**src/rtl/fft_ctrl_pkg.sv**
```systemverilog
// ---------------------------------------------------------------------------
// fft_ctrl_pkg
// Shared definitions for the FFT frame controller slice:
//   - default frame size and config word width
//   - audio sample / FFT data widths
//   - frame controller state encoding
//   - sample counter width helper
// ---------------------------------------------------------------------------
package fft_ctrl_pkg;

  localparam int DEF_FFT_SIZE = 2048;
  localparam int DEF_CFG_W    = 16;
  localparam int SAMPLE_W     = 24;
  localparam int TDATA_W      = 32;

  typedef enum logic [1:0] {
    ST_IDLE  = 2'd0,
    ST_CFG   = 2'd1,
    ST_FILL  = 2'd2,
    ST_DRAIN = 2'd3
  } state_t;

  // Width of a counter that indexes 0 .. fft_size-1.
  function automatic int cnt_width(input int fft_size);
    return (fft_size > 1) ? $clog2(fft_size) : 1;
  endfunction

endpackage

```
**src/rtl/axis_reg_slice.sv**
```systemverilog
// ---------------------------------------------------------------------------
// axis_reg_slice
// Single-entry valid/ready holding register. A beat is captured when the
// upstream side is valid and the slot is free or being emptied this cycle;
// the held beat stays unchanged until the downstream side takes it.
//
// Ports:
//   clk       system clock
//   reset     synchronous, active-low
//   up_data   beat to capture            up_valid  upstream beat present
//   up_ready  slot can take a beat       dn_data   held beat
//   dn_valid  held beat is valid         dn_ready  downstream takes beat
// ---------------------------------------------------------------------------
module axis_reg_slice #(
  parameter int W = 32
) (
  input  logic         clk,
  input  logic         reset,
  input  logic [W-1:0] up_data,
  input  logic         up_valid,
  output logic         up_ready,
  output logic [W-1:0] dn_data,
  output logic         dn_valid,
  input  logic         dn_ready
);

  assign up_ready = !dn_valid || dn_ready;

  always_ff @(posedge clk) begin
    if (!reset) begin
      dn_valid <= 1'b0;
      // NOTE: the data register is reset as well because the downstream
      // interface is required to show all-zero data after reset, not just
      // an invalid beat.
      dn_data  <= '0;
    end else if (up_valid && up_ready) begin
      dn_valid <= 1'b1;
      dn_data  <= up_data;
    end else if (dn_ready) begin
      dn_valid <= 1'b0;
    end
  end

endmodule

```
**src/rtl/fft_frame_ctrl.sv**
```systemverilog
// ---------------------------------------------------------------------------
// fft_frame_ctrl
// Frames a stream of 24-bit audio samples into FFT_SIZE-sample frames for an
// AXI-stream FFT core. Before a frame it sends the latched config word when
// one is pending, streams the frame with tlast on the final sample, then
// waits for both the final input beat and the FFT's output-last handshake
// before counting the frame and starting the next one.
//
// Ports:
//   clk, reset            clock, synchronous active-low reset
//   enable                run frames (an open frame always completes)
//   cfg_word, cfg_update  new FFT config word and its latch pulse
//   in_data/valid/ready   signed audio sample input
//   s_tdata/tvalid/tlast/tready  FFT data channel, tdata = {imag, real}
//   cfg_tdata/tvalid/tready      FFT config channel
//   fft_out_last          FFT output last-beat handshake
//   evt_tlast_unexpected, evt_tlast_missing, err_clr  FFT error events
//   busy                  controller not idle
//   frame_count           completed frames (wraps)
//   drop_count            samples offered while not ready (saturates)
//   err_sticky            an FFT tlast error has been seen
// ---------------------------------------------------------------------------
module fft_frame_ctrl
  import fft_ctrl_pkg::*;
#(
  parameter int FFT_SIZE = DEF_FFT_SIZE,
  parameter int CFG_W    = DEF_CFG_W
) (
  input  logic                clk,
  input  logic                reset,

  input  logic                enable,
  input  logic [CFG_W-1:0]    cfg_word,
  input  logic                cfg_update,

  input  logic [SAMPLE_W-1:0] in_data,
  input  logic                in_valid,
  output logic                in_ready,

  output logic [TDATA_W-1:0]  s_tdata,
  output logic                s_tvalid,
  output logic                s_tlast,
  input  logic                s_tready,

  output logic [CFG_W-1:0]    cfg_tdata,
  output logic                cfg_tvalid,
  input  logic                cfg_tready,

  input  logic                fft_out_last,
  input  logic                evt_tlast_unexpected,
  input  logic                evt_tlast_missing,
  input  logic                err_clr,

  output logic                busy,
  output logic [15:0]         frame_count,
  output logic [15:0]         drop_count,
  output logic                err_sticky
);

  localparam int              CNT_W    = cnt_width(FFT_SIZE);
  localparam logic [CNT_W-1:0] LAST_IDX = CNT_W'(FFT_SIZE - 1);

  state_t           state;
  state_t           state_nxt;
  logic [CFG_W-1:0] cfg_reg;
  logic             cfg_pending;
  logic [CNT_W-1:0] sample_cnt;
  logic             beat_done;     // final data beat already taken in DRAIN
  logic             fft_done;      // FFT output-last already seen in DRAIN

  logic             slice_ready;
  logic             slice_valid;
  logic             accept;
  logic             last_sample;
  logic             cfg_fire;
  logic             last_fire;
  logic             frame_done;
  logic [TDATA_W:0] slice_in;
  logic [TDATA_W:0] slice_out;

  // The low byte of each sample is discarded when it is narrowed to the
  // 16-bit real part; fold it into a named sink so the intent is explicit.
  logic             unused_low_bits;
  assign unused_low_bits = ^in_data[7:0];

  // -------------------------------------------------------------------------
  // Handshakes
  // -------------------------------------------------------------------------
  assign in_ready    = (state == ST_FILL) && slice_ready;
  assign slice_valid = (state == ST_FILL) && in_valid;
  assign accept      = slice_valid && slice_ready;
  assign last_sample = (sample_cnt == LAST_IDX);

  assign cfg_tvalid  = (state == ST_CFG);
  assign cfg_tdata   = cfg_reg;
  assign cfg_fire    = cfg_tvalid && cfg_tready;

  // The final beat of a frame can only be on the output in DRAIN, since the
  // last sample's acceptance is what moves the FSM there.
  assign last_fire   = s_tvalid && s_tready && s_tlast;

  // Both completion events may arrive in either order or in the same cycle.
  assign frame_done  = (state == ST_DRAIN)
                    && (beat_done || last_fire)
                    && (fft_done  || fft_out_last);

  assign busy        = (state != ST_IDLE);

  // -------------------------------------------------------------------------
  // Output holding register: {tlast, imag = 0, real = in_data[23:8]}
  // -------------------------------------------------------------------------
  assign slice_in = {last_sample, 16'h0000, in_data[23:8]};

  axis_reg_slice #(
    .W (TDATA_W + 1)
  ) u_out_slice (
    .clk      (clk),
    .reset    (reset),
    .up_data  (slice_in),
    .up_valid (slice_valid),
    .up_ready (slice_ready),
    .dn_data  (slice_out),
    .dn_valid (s_tvalid),
    .dn_ready (s_tready)
  );

  assign s_tlast = slice_out[TDATA_W];
  assign s_tdata = slice_out[TDATA_W-1:0];

  // -------------------------------------------------------------------------
  // Next-state logic
  // -------------------------------------------------------------------------
  always_comb begin
    // NOTE: default assignment first so every path drives state_nxt and no
    // latch is inferred for the branches that simply hold.
    state_nxt = state;
    unique case (state)
      ST_IDLE: begin
        if (enable) state_nxt = ST_CFG;
      end
      ST_CFG: begin
        if (cfg_fire) state_nxt = ST_FILL;
      end
      ST_FILL: begin
        if (accept && last_sample) state_nxt = ST_DRAIN;
      end
      ST_DRAIN: begin
        if (frame_done) begin
          if (!enable)                        state_nxt = ST_IDLE;
          else if (cfg_pending || cfg_update) state_nxt = ST_CFG;
          else                                state_nxt = ST_FILL;
        end
      end
      default: state_nxt = ST_IDLE;
    endcase
  end

  // -------------------------------------------------------------------------
  // State and bookkeeping registers
  // -------------------------------------------------------------------------
  always_ff @(posedge clk) begin
    if (!reset) begin
      state       <= ST_IDLE;
      cfg_reg     <= '0;
      cfg_pending <= 1'b1;   // first start from IDLE always configures
      sample_cnt  <= '0;
      beat_done   <= 1'b0;
      fft_done    <= 1'b0;
      frame_count <= '0;
      drop_count  <= '0;
      err_sticky  <= 1'b0;
    end else begin
      // NOTE: non-blocking assignments throughout so every register here
      // samples the pre-edge values and ordering inside the block is moot.
      state <= state_nxt;

      // A coincident update wins over the handshake clear: the new word has
      // not been sent yet, so it must stay pending.
      if (cfg_update) begin
        cfg_reg     <= cfg_word;
        cfg_pending <= 1'b1;
      end else if (cfg_fire) begin
        cfg_pending <= 1'b0;
      end

      if (accept) begin
        sample_cnt <= last_sample ? '0 : sample_cnt + 1'b1;
      end

      if ((state == ST_DRAIN) && !frame_done) begin
        if (last_fire)    beat_done <= 1'b1;
        if (fft_out_last) fft_done  <= 1'b1;
      end else begin
        beat_done <= 1'b0;
        fft_done  <= 1'b0;
      end

      if (frame_done) begin
        frame_count <= frame_count + 16'd1;
      end

      if (in_valid && !in_ready && (drop_count != 16'hFFFF)) begin
        drop_count <= drop_count + 16'd1;
      end

      if (evt_tlast_unexpected || evt_tlast_missing) begin
        err_sticky <= 1'b1;
      end else if (err_clr) begin
        err_sticky <= 1'b0;
      end
    end
  end

endmodule

```
**config.mk**
```make
export PLATFORM = sky130hd
export DESIGN_NAME = fft_frame_ctrl
export DESIGN_NICKNAME = d
export VERILOG_FILES = /design/src/rtl/fft_ctrl_pkg.sv /design/src/rtl/axis_reg_slice.sv /design/src/rtl/fft_frame_ctrl.sv
export SDC_FILE = /design/constraint.sdc
export NUM_CORES = 1
export LEC_CHECK = 0
export BUFFER_PORTS_ARGS = -buffer_cell sky130_fd_sc_hd__buf_2
export CORE_AREA = 2 2 87 105
export DETAILED_ROUTE_END_ITERATION = 12
export DIE_AREA = 0 0 89 107
export PLACE_DENSITY = 0.74
export SETUP_SLACK_MARGIN = 0.4
export SYNTH_ARGS = -nofsm -noshare
export SYNTH_HDL_FRONTEND = slang
export SYNTH_SLANG_ARGS = --single-unit
```
**constraint.sdc**
```tcl
create_clock -name clk -period 2.2 [get_ports clk]
set_input_delay 0.55 -clock clk [delete_from_list [all_inputs] [get_ports clk]]
set_output_delay 0.55 -clock clk [all_outputs]
set_load 0.01 [all_outputs]
```
==> flow_metrics.env, run 1 <==
export IMPL_grt_first_pass_wirelength_mm=14.6
export IMPL_synth_common_cells="dfxtp_1, nand2_1, a21oi_1, nor2_1, mux2i_1"
export IMPL_utilization_pct=56.3
export IMPL_grt_overflow_total=0
export IMPL_cts_root_buf="clkbuf_8"
export IMPL_synth_cell_types=48
export IMPL_period_share_pct=80.6
export IMPL_critPathRequiredTime_ns=2.50
export IMPL_path_clk_slew_ns=0.08
export IMPL_switching_share_pct=23.4
export IMPL_htree_levels=3
export IMPL_drtIter0Drc=212
export IMPL_finalSetupTns_ns=0
export IMPL_worstMarginPinSlew_ns=0.576
export IMPL_arrival_ns=2.07
export IMPL_cts_buffer_depth=2
export IMPL_fin_nets=620
export IMPL_synth_seq_cells=83
export IMPL_start_util_pct=44.0
export IMPL_core_um2=8520
export IMPL_fmax_mhz=564
export IMPL_hold_path_class="in -> reg"
export IMPL_setup_viol=0
export IMPL_antenna_found_initial=0
export IMPL_placed_cells=659
export IMPL_synth_flop_cell="dfxtp_1"
export IMPL_p_per_area_nw_per_um2=642
export IMPL_insertion_delay_ns=0.36
export IMPL_path_max_fanout=7
export IMPL_io_pins=137
export IMPL_area_growth_pct=28.0
export IMPL_critical_path_endpoint_type="flop"
export IMPL_grt_max_degree=32
export IMPL_wl_per_cell_um=13.2
export IMPL_slew_violations=0
export IMPL_power_share_combinational_pct=9.1
export IMPL_vias=3633
export IMPL_clock_skew_ns=0.00734
export IMPL_core_rowCount=37
export IMPL_synth_edf_count=0
export IMPL_rsz0062_at_grt="yes"
export IMPL_cap_violations=0
export IMPL_relSlewSlack_pct=61.4
export IMPL_pwr_share_seq_pct=50.7
export IMPL_start_kind="flop"
export IMPL_avgSynthCellArea_um2=8.51
export IMPL_drt_wl_total_mm=9.04
export IMPL_via_per_inst=5.29
export IMPL_async_flop_share_pct=0
export IMPL_crit_type="reg -> reg"
export IMPL_antenna_diode_count=0
export IMPL_grt_usage_pct=19.0
export IMPL_period_needed_ns=1.77
export IMPL_ir_drop_uv=545
export IMPL_drive_gt1_share_pct=30.0
export IMPL_cts_tree="done"
export IMPL_die_w_um=89
export IMPL_crit_slowest_cell="or4_1"
export IMPL_fillers=802
export IMPL_seq_area_frac_synth_pct=44.4
export IMPL_dp_hpwl_mm=6.24
export IMPL_numPortBuffers=112
export IMPL_hold_viol=0
export IMPL_syn_area_um2=3750
export IMPL_power_frac_clock_pct=40.2
export IMPL_syn_inst=440
export IMPL_cpPeakStageDelay_ns=0.47
export IMPL_p_int_mw=2.36
export IMPL_numClockSinks=83
export IMPL_net_switching_power_mw=0.721
export IMPL_synth_top_cell_area_share_pct=44.4
export IMPL_synth_area_leaders="dfxtp_1, a21oi_1, nand2_1"
export IMPL_dr_pass1_iters=4
export IMPL_chipHeight_um=107
export IMPL_fin_cells=687
export IMPL_yosysMostFrequentCell="dfxtp_1"
export IMPL_yosysWarnings=0
export IMPL_grt_pass1_vias=3386
export IMPL_detail_route_antenna_nets=0
export IMPL_die_area_um2=9520
export IMPL_drc=0
export IMPL_finalWeightedCongestion=0.900
export IMPL_leakage_nw=2.06
export IMPL_yosys_area_top_type="dfxtp_1"
export IMPL_status="completed"
export IMPL_path_cells="o2111a_2, nand4_1, buf_4, or4_1, nand2_1"
export IMPL_cts_made_buffers=9
kinds of logic (layout without fill, tap and decap cells):
kind of cell	after synthesis	count (layout)	synth area share [%]
fa+ha+maj	3	3	1.00
simple gates	183	183	25.5
xor+xnor	7	7	1.64
flops	83	83	44.4
compound gates	96	96	15.2
mux	22	22	5.91
other cells	1	16	0.100
buf+inv	45	160	6.31
layout make-up:
cell class                      count  area, µm²  share of cell area, %
Sequential cell                    83       1680                   34.9
Timing Repair Buffer              137        766                   16.0
Tap cell                          117        146                   3.05
Multi-Input combinational cell    327       1950                   40.7
Clock buffer                       11        151                   3.16
Inverter                            8       30.0                  0.626
Clock inverter                      4       73.8                   1.54
final timing paths:
path	from	end	slack, ns	depth (start not counted)
setup / recovery	state[1]	frame_count[5]	0.43	5
hold / removal	cfg_word[5]	cfg_tdata[5]	0.42	3
setup reg to reg	state[1]	frame_count[5]	0.43	5
hold reg to reg	u_out_slice.dn_data[14]	u_out_slice.dn_data[14]	0.46	2
worst max-delay path: cells and delay by family (launching register included):
family                 cells  cell delay (ns)
AOI/OAI and AO/OA          1             0.26
buffers and inverters      1             0.25
DFF                        1             0.38
and+or+nand+nor            3             0.82
power groups by stage:
stage                     clock (mW)  combinational [mW]  sequential [mW]
after CTS                       1.27               0.273             1.56
final                           1.24               0.280             1.56
after detailed placement           0               0.253             1.60
after global placement             0               0.247             1.59
after floorplan                    0               0.157             1.60
after global routing            1.33               0.312             1.57
per-stage QoR:
| step | instance area (µm²) | hold WS [ns] | worst slack (ns) | power [mW] |
|---|---|---|---|---|
| 5_1_grt | 4800 | 0.412 | 0.294 | 3.21 |
| 4_1_cts | 4680 | 0.411 | 0.377 | 3.10 |
| 3_5_place_dp | 4390 | 0.444 | 0.144 | 1.85 |
| 6_report | 4800 | 0.424 | 0.427 | 3.08 |
| 2_1_floorplan | 3800 | 0.437 | 0.459 | 1.76 |
| 3_3_place_gp | 4390 | 0.439 | 0.179 | 1.84 |
per-layer routing:
| metal | wire length [µm] | vias to the layer above | share of wire, % | global-route usage [%] |
|---|---|---|---|---|
| li1 | - | 1803 | - | - |
| met1 | 3860 | 1672 | 43 | 23.6 |
| met2 | 4310 | 143 | 48 | 30.0 |
| met3 | 698 | 15 | 7.7 | 5.70 |
| met4 | 167 | 0 | 1.8 | 8.32 |
| met5 | 0 | - | 0 | 0 |
state kept, by name, indices dropped and copies added (netlist names):
| signal | cells |
|---|---|
| u_out_slice.dn_data | 17 |
| sample_cnt | 11 |
| drop_count | 16 |
| err_sticky | 1 |
| fft_done | 1 |
| u_out_slice.dn_valid | 1 |
| state | 2 |
| beat_done | 1 |
| frame_count | 16 |
| cfg_pending | 1 |
| cfg_tdata | 16 |
repair_timing:
item                                    CTS  global route
endpoints found under the setup margin   14            25
setup buffers                             4             8
gates cloned                              0             1
resized for setup                         9            13
pin swaps                                 0             4
hold buffers                              0             0
layout by cell type (no fill, tap or decap), drive strengths merged, types with 14 or more instances in the layout:
cell type,instances
buf,136
dfxtp,83
nand2,59
a21oi,48
nor2,31
mux2i,21
o21ai,18
nand3,17
conb,16
or4,14
(Power assumes the default switching activity.)
==> run 2, diff against run 1 <==
==> constraint.sdc (replaced) <==
create_clock -name clk -period 1.85 [get_ports clk]
set_input_delay 0.4625 -clock clk [delete_from_list [all_inputs] [get_ports clk]]
set_output_delay 0.4625 -clock clk [all_outputs]
set_load 0.01 [all_outputs]
==> flow_metrics.env, run 2 (same netlist as run 1, synthesis figures left out) <==
export IMPL_finalSetupTns_ns=0
export IMPL_ir_drop_uv=462
export IMPL_critPathRequiredTime_ns=2.15
export IMPL_regMostFlops="u_out_slice.dn_data"
export IMPL_postCtsHoldBufs=0
export IMPL_grt_first_pass_wirelength_mm=15.4
export IMPL_drtIter0Drc=214
export IMPL_numClockSinks=83
export IMPL_arrival_ns=1.99
export IMPL_status="completed"
export IMPL_setup_viol=0
export IMPL_power_share_combinational_pct=11.7
export IMPL_layout_commonest_cell="buf_2"
export IMPL_core_rowCount=37
export IMPL_detail_route_antenna_nets=0
export IMPL_path_delay_family="simple AND/OR/NAND/NOR gates"
export IMPL_dr_pass1_iters=4
export IMPL_path_clk_slew_ns=0.08
export IMPL_p_int_mw=2.66
export IMPL_leakage_nw=2.32
export IMPL_clock_skew_ns=0.0151
export IMPL_grt_usage_pct=20.4
export IMPL_cts_made_buffers=9
export IMPL_finalWeightedCongestion=0.824
export IMPL_insertion_delay_ns=0.36
export IMPL_fmax_mhz=592
export IMPL_grt_max_degree=50
export IMPL_pwr_share_seq_pct=51.9
export IMPL_cpPeakStageDelay_ns=0.48
export IMPL_wl_per_cell_um=14.9
export IMPL_power_frac_clock_pct=36.4
export IMPL_p_total_mw=3.55
export IMPL_io_pins=137
export IMPL_antenna_diode_count=0
export IMPL_die_w_um=89
export IMPL_worstMarginPinSlew_ns=0.515
export IMPL_vias=3863
export IMPL_critical_path_endpoint_type="flop"
export IMPL_net_switching_power_mw=0.896
export IMPL_antenna_found_initial=0
export IMPL_final_cell_mix="buf_2, nand2_1, dfxtp_1"
export IMPL_period_needed_ns=1.69
export IMPL_start_kind="flop"
export IMPL_p_per_area_nw_per_um2=653
export IMPL_largest_reg_flops=17
export IMPL_core_um2=8520
export IMPL_rsz0062_at_grt="yes"
export IMPL_cap_violations=0
export IMPL_switching_share_pct=25.2
export IMPL_utilization_pct=63.8
export IMPL_drt_wl_total_mm=10.8
export IMPL_die_area_um2=9520
export IMPL_relSlewSlack_pct=65.5
export IMPL_crit_slowest_cell="or4_4"
export IMPL_area_growth_pct=45.2
export IMPL_htree_levels=3
export IMPL_path_cells="buf_6, o2111a_2, nand4_1, buf_4, or4_4, a21oi_2"
export IMPL_slew_violations=0
export IMPL_critPathBufInv=2
export IMPL_period_share_pct=91.3
export IMPL_dp_hpwl_mm=6.34
export IMPL_cts_tree="done"
export IMPL_cts_root_buf="clkbuf_8"
export IMPL_fillers=734
export IMPL_drc=0
export IMPL_via_per_inst=5.35
export IMPL_path_max_fanout=3
export IMPL_grt_pass1_vias=3415
export IMPL_hold_path_class="in -> reg"
export IMPL_grt_overflow_total=0
export IMPL_fin_nets=654
export IMPL_numPortBuffers=112
export IMPL_hold_viol=0
export IMPL_crit_type="reg -> reg"
export IMPL_cts_buffer_depth=2
export IMPL_start_util_pct=44.0
export IMPL_chipHeight_um=107
export IMPL_drive_gt1_share_pct=44.6
-- run 2: metrics by stage --
step	setup slack, ns	hold WS [ns]	cell area (µm²)	instances
after global placement	0.0585	0.440	4510	664
final	0.160	0.337	5440	722
after global routing	0.124	0.319	5440	722
after detailed placement	0.0212	0.443	4510	664
after CTS	0.201	0.324	4980	703
after floorplan	0.238	0.437	3870	455
-- run 2: final timing paths --
kind / from / end / slack [ns] / cells after the start
setup / recovery: state[0] / frame_count[13] / 0.16 / 6
hold / removal: in_data[16] / u_out_slice.dn_data[8] / 0.34 / 3
setup reg to reg: state[0] / frame_count[13] / 0.16 / 6
hold reg to reg: u_out_slice.dn_data[3] / u_out_slice.dn_data[3] / 0.45 / 2
-- run 2: cell type report --
class,count,area [µm²],area share (%)
Multi-Input combinational cell,328,2250,41.3
Sequential cell,83,1720,31.6
Timing Repair Buffer,170,1090,20.1
Clock buffer,13,180,3.31
Tap cell,117,146,2.69
Inverter,8,30.0,0.552
Clock inverter,3,18.8,0.345
-- run 2: tightest hold or removal path, cell delays in order --
cell     delay, ns
buf_2         0.10
nand2_1       0.04
a21oi_1       0.05
-- run 2: metal layers --
layer	up-vias	share of wire (%)	global-route usage, %
met5	-	0	0
met4	0	2.2	9.70
met3	20	5.7	4.70
met2	142	52	34.1
met1	1829	40	24.3
li1	1872	-	-
-- run 2: what timing repair did --
action,CTS,global route
setup buffers,21,16
cloned,2,3
gates resized for setup,41,75
pin swaps,20,22
endpoints found under the setup margin,39,63
-- run 2: power by group through the flow --
stage / clock (mW) / sequential (mW) / combinational, mW
global placement: 0 / 1.90 / 0.308
floorplan: 0 / 1.91 / 0.190
detailed placement: 0 / 1.90 / 0.315
CTS: 1.31 / 1.85 / 0.362
global route: 1.41 / 1.85 / 0.451
finish: 1.29 / 1.84 / 0.414
